### src/rtl/n64_poll_sequencer.sv
// N64 controller-port poll sequencer: issues the poll command, then receives and decodes the 32-bit reply.
// Optional N64_LINE_SYNC_EN adds a two-flop synchronizer on line_in (sample instants shift +2 cycles).
module n64_poll_sequencer #(
  parameter logic [15:0] POLL_GAP     = 16'd50000,
  parameter logic [7:0]  POLL_CMD     = 8'h01,
  parameter logic [15:0] BIT_CYCLES   = 16'd400,
  parameter logic [15:0] SAMPLE_POINT = 16'd200,
  parameter logic [15:0] RX_TIMEOUT   = 16'd1200,
  parameter logic [15:0] BUSY_TIMEOUT = 16'd8
) (
  input  logic        clk,
  input  logic        reset,
  input  logic        enable,
  output logic [7:0]  cmd_byte,
  output logic        cmd_en,
  input  logic        writer_busy,
  input  logic        line_in,
  output logic [31:0] buttons,
  output logic        buttons_valid,
  output logic        rx_error,
  output logic        busy
);

  localparam int unsigned CW = 16;
  localparam int unsigned BW = 32;

  typedef enum logic [2:0] {
    S_IDLE, S_ISSUE, S_WAIT_BUSY, S_WAIT_DONE, S_RX_EDGE, S_RX_SAMPLE, S_DONE
  } state_t;

  // The sample instant has to fall inside one bit cell.
  if (SAMPLE_POINT >= BIT_CYCLES) begin : g_bad_sample_point
    $error("SAMPLE_POINT must be smaller than BIT_CYCLES");
  end

  state_t          state_q, state_d;
  logic [CW-1:0]   gap_q, gap_d;
  logic [CW-1:0]   tmo_q, tmo_d;
  logic [CW-1:0]   phase_q, phase_d;
  logic [CW-1:0]   bitcnt_q, bitcnt_d;
  logic [BW-1:0]   shift_q, shift_d;
  logic [BW-1:0]   buttons_q, buttons_d;
  logic            line_prev_q;
  logic            cmd_en_q, cmd_en_d;
  logic            valid_q, valid_d;
  logic            err_q, err_d;
  logic            busy_q, busy_d;
  logic            line_s;

`ifdef N64_LINE_SYNC_EN
  logic [1:0] sync_q;
  always_ff @(posedge clk) begin
    if (reset) sync_q <= 2'b11;
    else       sync_q <= {sync_q[0], line_in};
  end
  assign line_s = sync_q[1];
`else
  assign line_s = line_in;
`endif

  logic fall_c, gap_hit_c, busy_tmo_c, rx_tmo_c, sample_c;
  assign fall_c     = line_prev_q & ~line_s;
  assign gap_hit_c  = (gap_q == POLL_GAP - 16'd1);
  // Counter is preloaded to 1 on leaving ISSUE, so it counts cycles since cmd_en.
  assign busy_tmo_c = (tmo_q == BUSY_TIMEOUT - 16'd1);
  assign rx_tmo_c   = (tmo_q == RX_TIMEOUT - 16'd1);
  assign sample_c   = (phase_q == SAMPLE_POINT);

  // State register
  always_ff @(posedge clk) begin
    if (reset) state_q <= S_IDLE;
    else       state_q <= state_d;
  end

  // Next-state and datapath counters
  always_comb begin
    state_d  = state_q;
    gap_d    = gap_q;
    tmo_d    = tmo_q;
    phase_d  = phase_q;
    bitcnt_d = bitcnt_q;
    shift_d  = shift_q;
    unique case (state_q)
      S_IDLE: begin
        if (!enable)        gap_d = '0;
        else if (gap_hit_c) begin
          state_d = S_ISSUE;
          gap_d   = '0;
        end else            gap_d = gap_q + 16'd1;
      end
      S_ISSUE: begin
        state_d = S_WAIT_BUSY;
        tmo_d   = 16'd1;
      end
      S_WAIT_BUSY: begin
        if (writer_busy)     state_d = S_WAIT_DONE;
        else if (busy_tmo_c) state_d = S_IDLE;
        else                 tmo_d   = tmo_q + 16'd1;
      end
      S_WAIT_DONE: begin
        if (!writer_busy) begin
          state_d  = S_RX_EDGE;
          tmo_d    = '0;
          bitcnt_d = '0;
        end
      end
      S_RX_EDGE: begin
        if (fall_c) begin
          state_d = S_RX_SAMPLE;
          phase_d = '0;
        end else if (rx_tmo_c) state_d = S_IDLE;
        else                   tmo_d   = tmo_q + 16'd1;
      end
      S_RX_SAMPLE: begin
        phase_d = phase_q + 16'd1;
        if (sample_c) begin
          shift_d  = {shift_q[BW-2:0], line_s};
          bitcnt_d = bitcnt_q + 16'd1;
          if (bitcnt_d == CW'(BW)) state_d = S_DONE;
          else begin
            state_d = S_RX_EDGE;
            tmo_d   = '0;
          end
        end
      end
      S_DONE:  state_d = S_IDLE;
      default: state_d = S_IDLE;
    endcase
  end

  // Output decode, registered below
  always_comb begin
    cmd_en_d  = (state_d == S_ISSUE);
    busy_d    = (state_d != S_IDLE);
    valid_d   = (state_q == S_DONE);
    err_d     = ((state_q == S_WAIT_BUSY) && !writer_busy && busy_tmo_c) ||
                ((state_q == S_RX_EDGE) && !fall_c && rx_tmo_c);
    buttons_d = (state_q == S_DONE) ? shift_q : buttons_q;
  end

  always_ff @(posedge clk) begin
    if (reset) begin
      gap_q       <= '0;
      tmo_q       <= '0;
      phase_q     <= '0;
      bitcnt_q    <= '0;
      shift_q     <= '0;
      buttons_q   <= '0;
      line_prev_q <= 1'b1;
      cmd_en_q    <= 1'b0;
      valid_q     <= 1'b0;
      err_q       <= 1'b0;
      busy_q      <= 1'b0;
    end else begin
      gap_q       <= gap_d;
      tmo_q       <= tmo_d;
      phase_q     <= phase_d;
      bitcnt_q    <= bitcnt_d;
      shift_q     <= shift_d;
      buttons_q   <= buttons_d;
      line_prev_q <= line_s;
      cmd_en_q    <= cmd_en_d;
      valid_q     <= valid_d;
      err_q       <= err_d;
      busy_q      <= busy_d;
    end
  end

  assign cmd_byte      = POLL_CMD;
  assign cmd_en        = cmd_en_q;
  assign buttons       = buttons_q;
  assign buttons_valid = valid_q;
  assign rx_error      = err_q;
  assign busy          = busy_q;

endmodule

### config.mk
export PLATFORM = sky130hd
export DESIGN_NAME = n64_poll_sequencer
export DESIGN_NICKNAME = d
export VERILOG_FILES = /design/src/rtl/n64_poll_sequencer.sv
export SDC_FILE = /design/constraint.sdc
export NUM_CORES = 1
export LEC_CHECK = 0
export BUFFER_PORTS_ARGS = -buffer_cell sky130_fd_sc_hd__buf_2
export CAP_MARGIN = 0
export CORE_ASPECT_RATIO = 1.75
export CORE_MARGIN = 5
export CORE_UTILIZATION = 44
export DETAILED_ROUTE_END_ITERATION = 8
export GPL_ROUTABILITY_DRIVEN = 0
export PLACE_DENSITY = 0.62
export SLEW_MARGIN = 10
export SYNTH_ARGS = -nofsm -noshare
export SYNTH_HDL_FRONTEND = slang
export SYNTH_SLANG_ARGS = --single-unit
### constraint.sdc
create_clock -name clk -period 3.75 [get_ports clk]
set_input_delay 0.5625 -clock clk [delete_from_list [all_inputs] [get_ports clk]]
set_output_delay 0.5625 -clock clk [all_outputs]
set_load 0.03 [all_outputs]
; ---- Yosys cells after proc, flatten, opt, wreduce, memory -nomap -nowiden
; Index checks and enable logic that the tools add are counted.
[op_classes]
n_addsub = 4
mul = 0
div = 0
order_cmp = 0
n_eq_ne = 20
shifts = 0
mux = 24
bitwise_logic = 2
n_reduce_logical = 16
[op_table]
columns = op, n
row1 = $mux W16, 11
row2 = $pmux W16 S5, 1
row3 = $add A16 B1 Y16 const B, 4
row4 = $pmux W16 S2, 2
row5 = $mux W3, 8
row6 = $pmux W3 S6, 1
row7 = $eq A16 B11 Y1 const B, 1
row8 = $eq A16 B16 Y1 const B, 1
row9 = $eq A16 B3 Y1 const B, 1
row10 = $eq A16 B6 Y1 const B, 1
row11 = $eq A16 B8 Y1 const B, 1
row12 = $ne A2 B2 Y1 const B, 8
row13 = $eq A3 B3 Y1 const B, 3
row14 = $reduce_and A8 Y1, 1
row15 = $eq A3 B1 Y1 const B, 2
row16 = $eq A3 B2 Y1 const B, 2
row17 = $reduce_bool A5 Y1, 1
row18 = $logic_and A1 B1 Y1, 4
row19 = $reduce_and A2 Y1, 2
row20 = $reduce_bool A2 Y1, 2
row21 = $logic_not A3 Y1, 1
row22 = $reduce_and A3 Y1, 1
row23 = $reduce_bool A3 Y1, 1
row24 = $logic_not A1 Y1, 2
row25 = 4 further kinds, 4
[word_totals]
ff_bits = 136
latchBits = 0
mem_bits_rw = 0
mem_bits_ro = 0
output_inout_bits = 44
n_memories = 0

; ---- Longest topological paths before layout
[logic_depth]
word_depth = 6
depth_mapped = 11
mapped_depth_nobuf = 9

; ---- Least setup slack after synthesis
; OpenSTA, ideal clock, no wires.
[synth_path]
path_kind = reg-to-reg
from = register bitcnt_q[0]
to = register tmo_q[4]
arrival_ns = 2.166
slack_ns = 1.467
path_stages_with_launch = 10
path_buffers = 1
cell_sequence = dfxtp_1 > ha_1 > inv_2 > nor4_4 > mux2i_1 > nor4_1 > a21o_1 > buf_6 > o21bai_1 > a32o_1
[synth_between]
elab_chain_cells = 4
[synth_rtl]
columns = element, line
row1 = from (decl), 40  ; logic [CW-1:0] bitcnt_q, bitcnt_d;
row2 = from (signal assigned), 158  ; bitcnt_q <= bitcnt_d;
row3 = $add A16 B1 Y16, 118  ; bitcnt_d = bitcnt_q + 16'd1;
row4 = $eq A16 B6 Y1, 119  ; if (bitcnt_d == CW'(BW)) state_d = S_DONE;
row5 = $ne A2 B2 Y1 (no source line), n/a
row6 = $reduce_and A8 Y1 (no source line), n/a
row7 = to (signal assigned), 156  ; tmo_q <= tmo_d;
row8 = to (decl), 38  ; logic [CW-1:0] tmo_q, tmo_d;
; No other way between the ends.
; A chain may end at the register's enable or synchronous reset.

; ---- Worst setup path after layout
[layout_path]
from = register bitcnt_q[0]
to = register tmo_q[1]
; Same word-level chain as after synthesis.

==> impl_metrics.ini <==
[worst_setup_path]
worst-path-buf-inv = 1
worstSetupStartpoint = bitcnt_q[0]
slowest_stage = a21o_1
path_cells = ha_1 > inv_2 > nor4_2 > nand4_1 > a221oi_1 > a21o_1 > nor4b_1 > a31o_1
cp-start-kind = flop
crit_family = compound AO/OA/AOI/OAI gates
end_kind = flop
crit_path_max_fanout = 18
setup.worst_path.class = reg2reg
worstReg2RegStart = bitcnt_q[0]
worstPathRequired_ns = 4.06
cpPeakStageDelay_ns = 0.56
arrival_ns = 3.21

[clock_tree]
numCtsBuffers = 17
root_buffer = clkbuf_16
clockBufferDepth = 2
clk_pin_slew_worst_paths_ns = 0.06
post-cts-setup-buffers = 0
holdBufCountCts = 0
htreeDepth = 4
cts.repair.resized = 0
cts_tree = done
clk_latency_ns = 0.42
numClockSinks = 136

[logic_synthesis]
yosysUniqueCellTypes = 62
postSynth.asyncResetShare_pct = 0
synth_edf_count = 0
yosys_warnings = 0
synthCells = 804
synth_area_sq_um = 6230
ys_ff_latch = 136
ys.flop_type = dfxtp_1
synth_seq_area_share_pct = 43.7
synth_area_per_cell_sq_um = 7.74

[layout]
final_cell_count_no_fill = 1012
nFillCells = 1406
syn2layout_area_growth_pct = 13.6
mostFrequentLayoutCells = nand2_1 (172), dfxtp_1 (136), a21oi_1 (98)
final_nets = 833
diodes = 0
utilization_pct = 50.9
drive_gt1_share_pct = 11.6
layout_commonest_cell = nand2_1

[route]
route.detailed.drc = 0
drt_iter0_markers = 236
dr.pass1.iters = 6
vias_per_cell = 5.55
detail_route.wl_per_cell_um = 14.4
wirelength_um = 14500
vias = 5613
ant_nets = 0

[timing]
tightest_slew_ns = 1.09
fin_skew_ns = 0.00750
min_period_ns = 2.90
tns_ns = 0
max_freq_mhz = 345
finalCritPeriodShare_pct = 77.3
final_hold_viol_count = 0
setup_ws_ns = 0.852
drv_slew = 0
grt_setup_unrepaired = no
relSlewSlack_pct = 27.5
setup_viol = 0

[global_route]
grt_pass1_vias = 5465
antenna_found_initial = 0
grt_pass1_wl_um = 24100
grt_max_degree = 61
overflow = 0
track_usage_pct = 17.5

[pwr]
power_density_nw_per_um2 = 443
p_leak_uw = 0.00250
vdd_drop_max_uv = 304
power_uw = 3130

[status]
status = complete, no violations

[placed_design]
place_inst = 980
dp_slack_ns = 0.916
port_buffers = 40
dp_hpwl_um = 10000

[floorplanning]
ioPinCount = 49
core_area_sq_um = 13900
rows = 57
initial_core_util_pct = 44.8
dieArea_sq_um = 16700
fp.dieH_um = 167
die_w_um = 99.9

[hold_path]
min-delay-start = line_in
hold_path.class = in2reg

[run]
maxCapViolCount = 0
layout make-up:
class / count / area [sq um] / area share [%]
Multi-Input combinational cell: 606 / 3220 / 45.5
Sequential cell: 136 / 2720 / 38.5
Clock buffer: 19 / 453 / 6.40
Timing Repair Buffer: 47 / 268 / 3.78
Tap cell: 177 / 221 / 3.13
Clock inverter: 13 / 135 / 1.91
Inverter: 14 / 52.6 / 0.743
cell families after synthesis:
kind of cell / count (synthesis) / share of synthesized area (%)
AOI/OAI and AO/OA: 183 / 17.4
xor gates and xnor gates: 15 / 2.11
adders and majority gates: 6 / 1.21
buffers and inverters: 68 / 4.92
DFF: 136 / 43.7
muxes: 2 / 0.342
other: 2 / 0.121
and+or+nand+nor: 392 / 30.2
report_power, final:
part	internal, uW	switching, uW	total (uW)
registers	1450	1.25	1450
clock network	966	675	1640
logic	6.67	39.6	46.3
total	2420	716	3130
through the flow:
step | hold WS [ns] | area [sq um]
after floorplan | 0.425 | 6250
after global placement | 0.440 | 6490
after detailed placement | 0.445 | 6490
after CTS | 0.382 | 7070
after global routing | 0.408 | 7070
final | 0.395 | 7070
worst reg2reg max path, delay by kind of cell (launching register included):
family	cells	cell delay, ns
compound gates	3	1.15
fa+ha+maj	1	0.35
flops	1	0.46
simple gates	3	0.71
buf+inv	1	0.14
registers in the layout, summed over array words and instances, names as in the netlist:
register	cells
state_q	3
buttons	32
tmo_q	16
cmd_en	1
buttons_valid	1
busy	1
rx_error	1
gap_q	16
shift_q	32
bitcnt_q	16
line_prev_q	1
phase_q	16
worst paths after layout:
kind | to | depth (start not counted) | slack, ns
worst max-delay path | tmo_q[1] | 8 | 0.85
worst min-delay path | line_prev_q | 2 | 0.39
worst max register to register | tmo_q[1] | 8 | 0.85
worst min register to register | shift_q[31] | 2 | 0.45
Yosys cell counts, drive strengths merged, types with 6 or more instances:
cell / n / share of area (%)
clkbuf: 37 / 2.3
a31oi: 8 / 0.80
a211oi: 7 / 0.84
o21a: 7 / 0.84
xor2: 8 / 1.1
o21ai: 29 / 2.3
nor3: 19 / 1.6
and3: 14 / 1.4
nor2: 78 / 4.7
or3: 13 / 1.3
ha: 6 / 1.2
xnor2: 7 / 0.98
nand3b: 6 / 0.72
nand4: 15 / 1.7
o211ai: 9 / 1.1
inv: 13 / 0.78
nor4: 13 / 2.1
nand2: 172 / 10
nand3: 31 / 2.5
buf: 17 / 1.8
a21oi: 98 / 7.9
dfxtp: 136 / 44
layer usage:
layer,up-vias,track usage [%],wire length [um]
met3,22,3.50,525
li1,2819,-,-
met2,96,33.2,7890
met4,0,7.79,279
met1,2676,17.9,5840
met5,-,0,0
(Power assumes the default switching activity.)
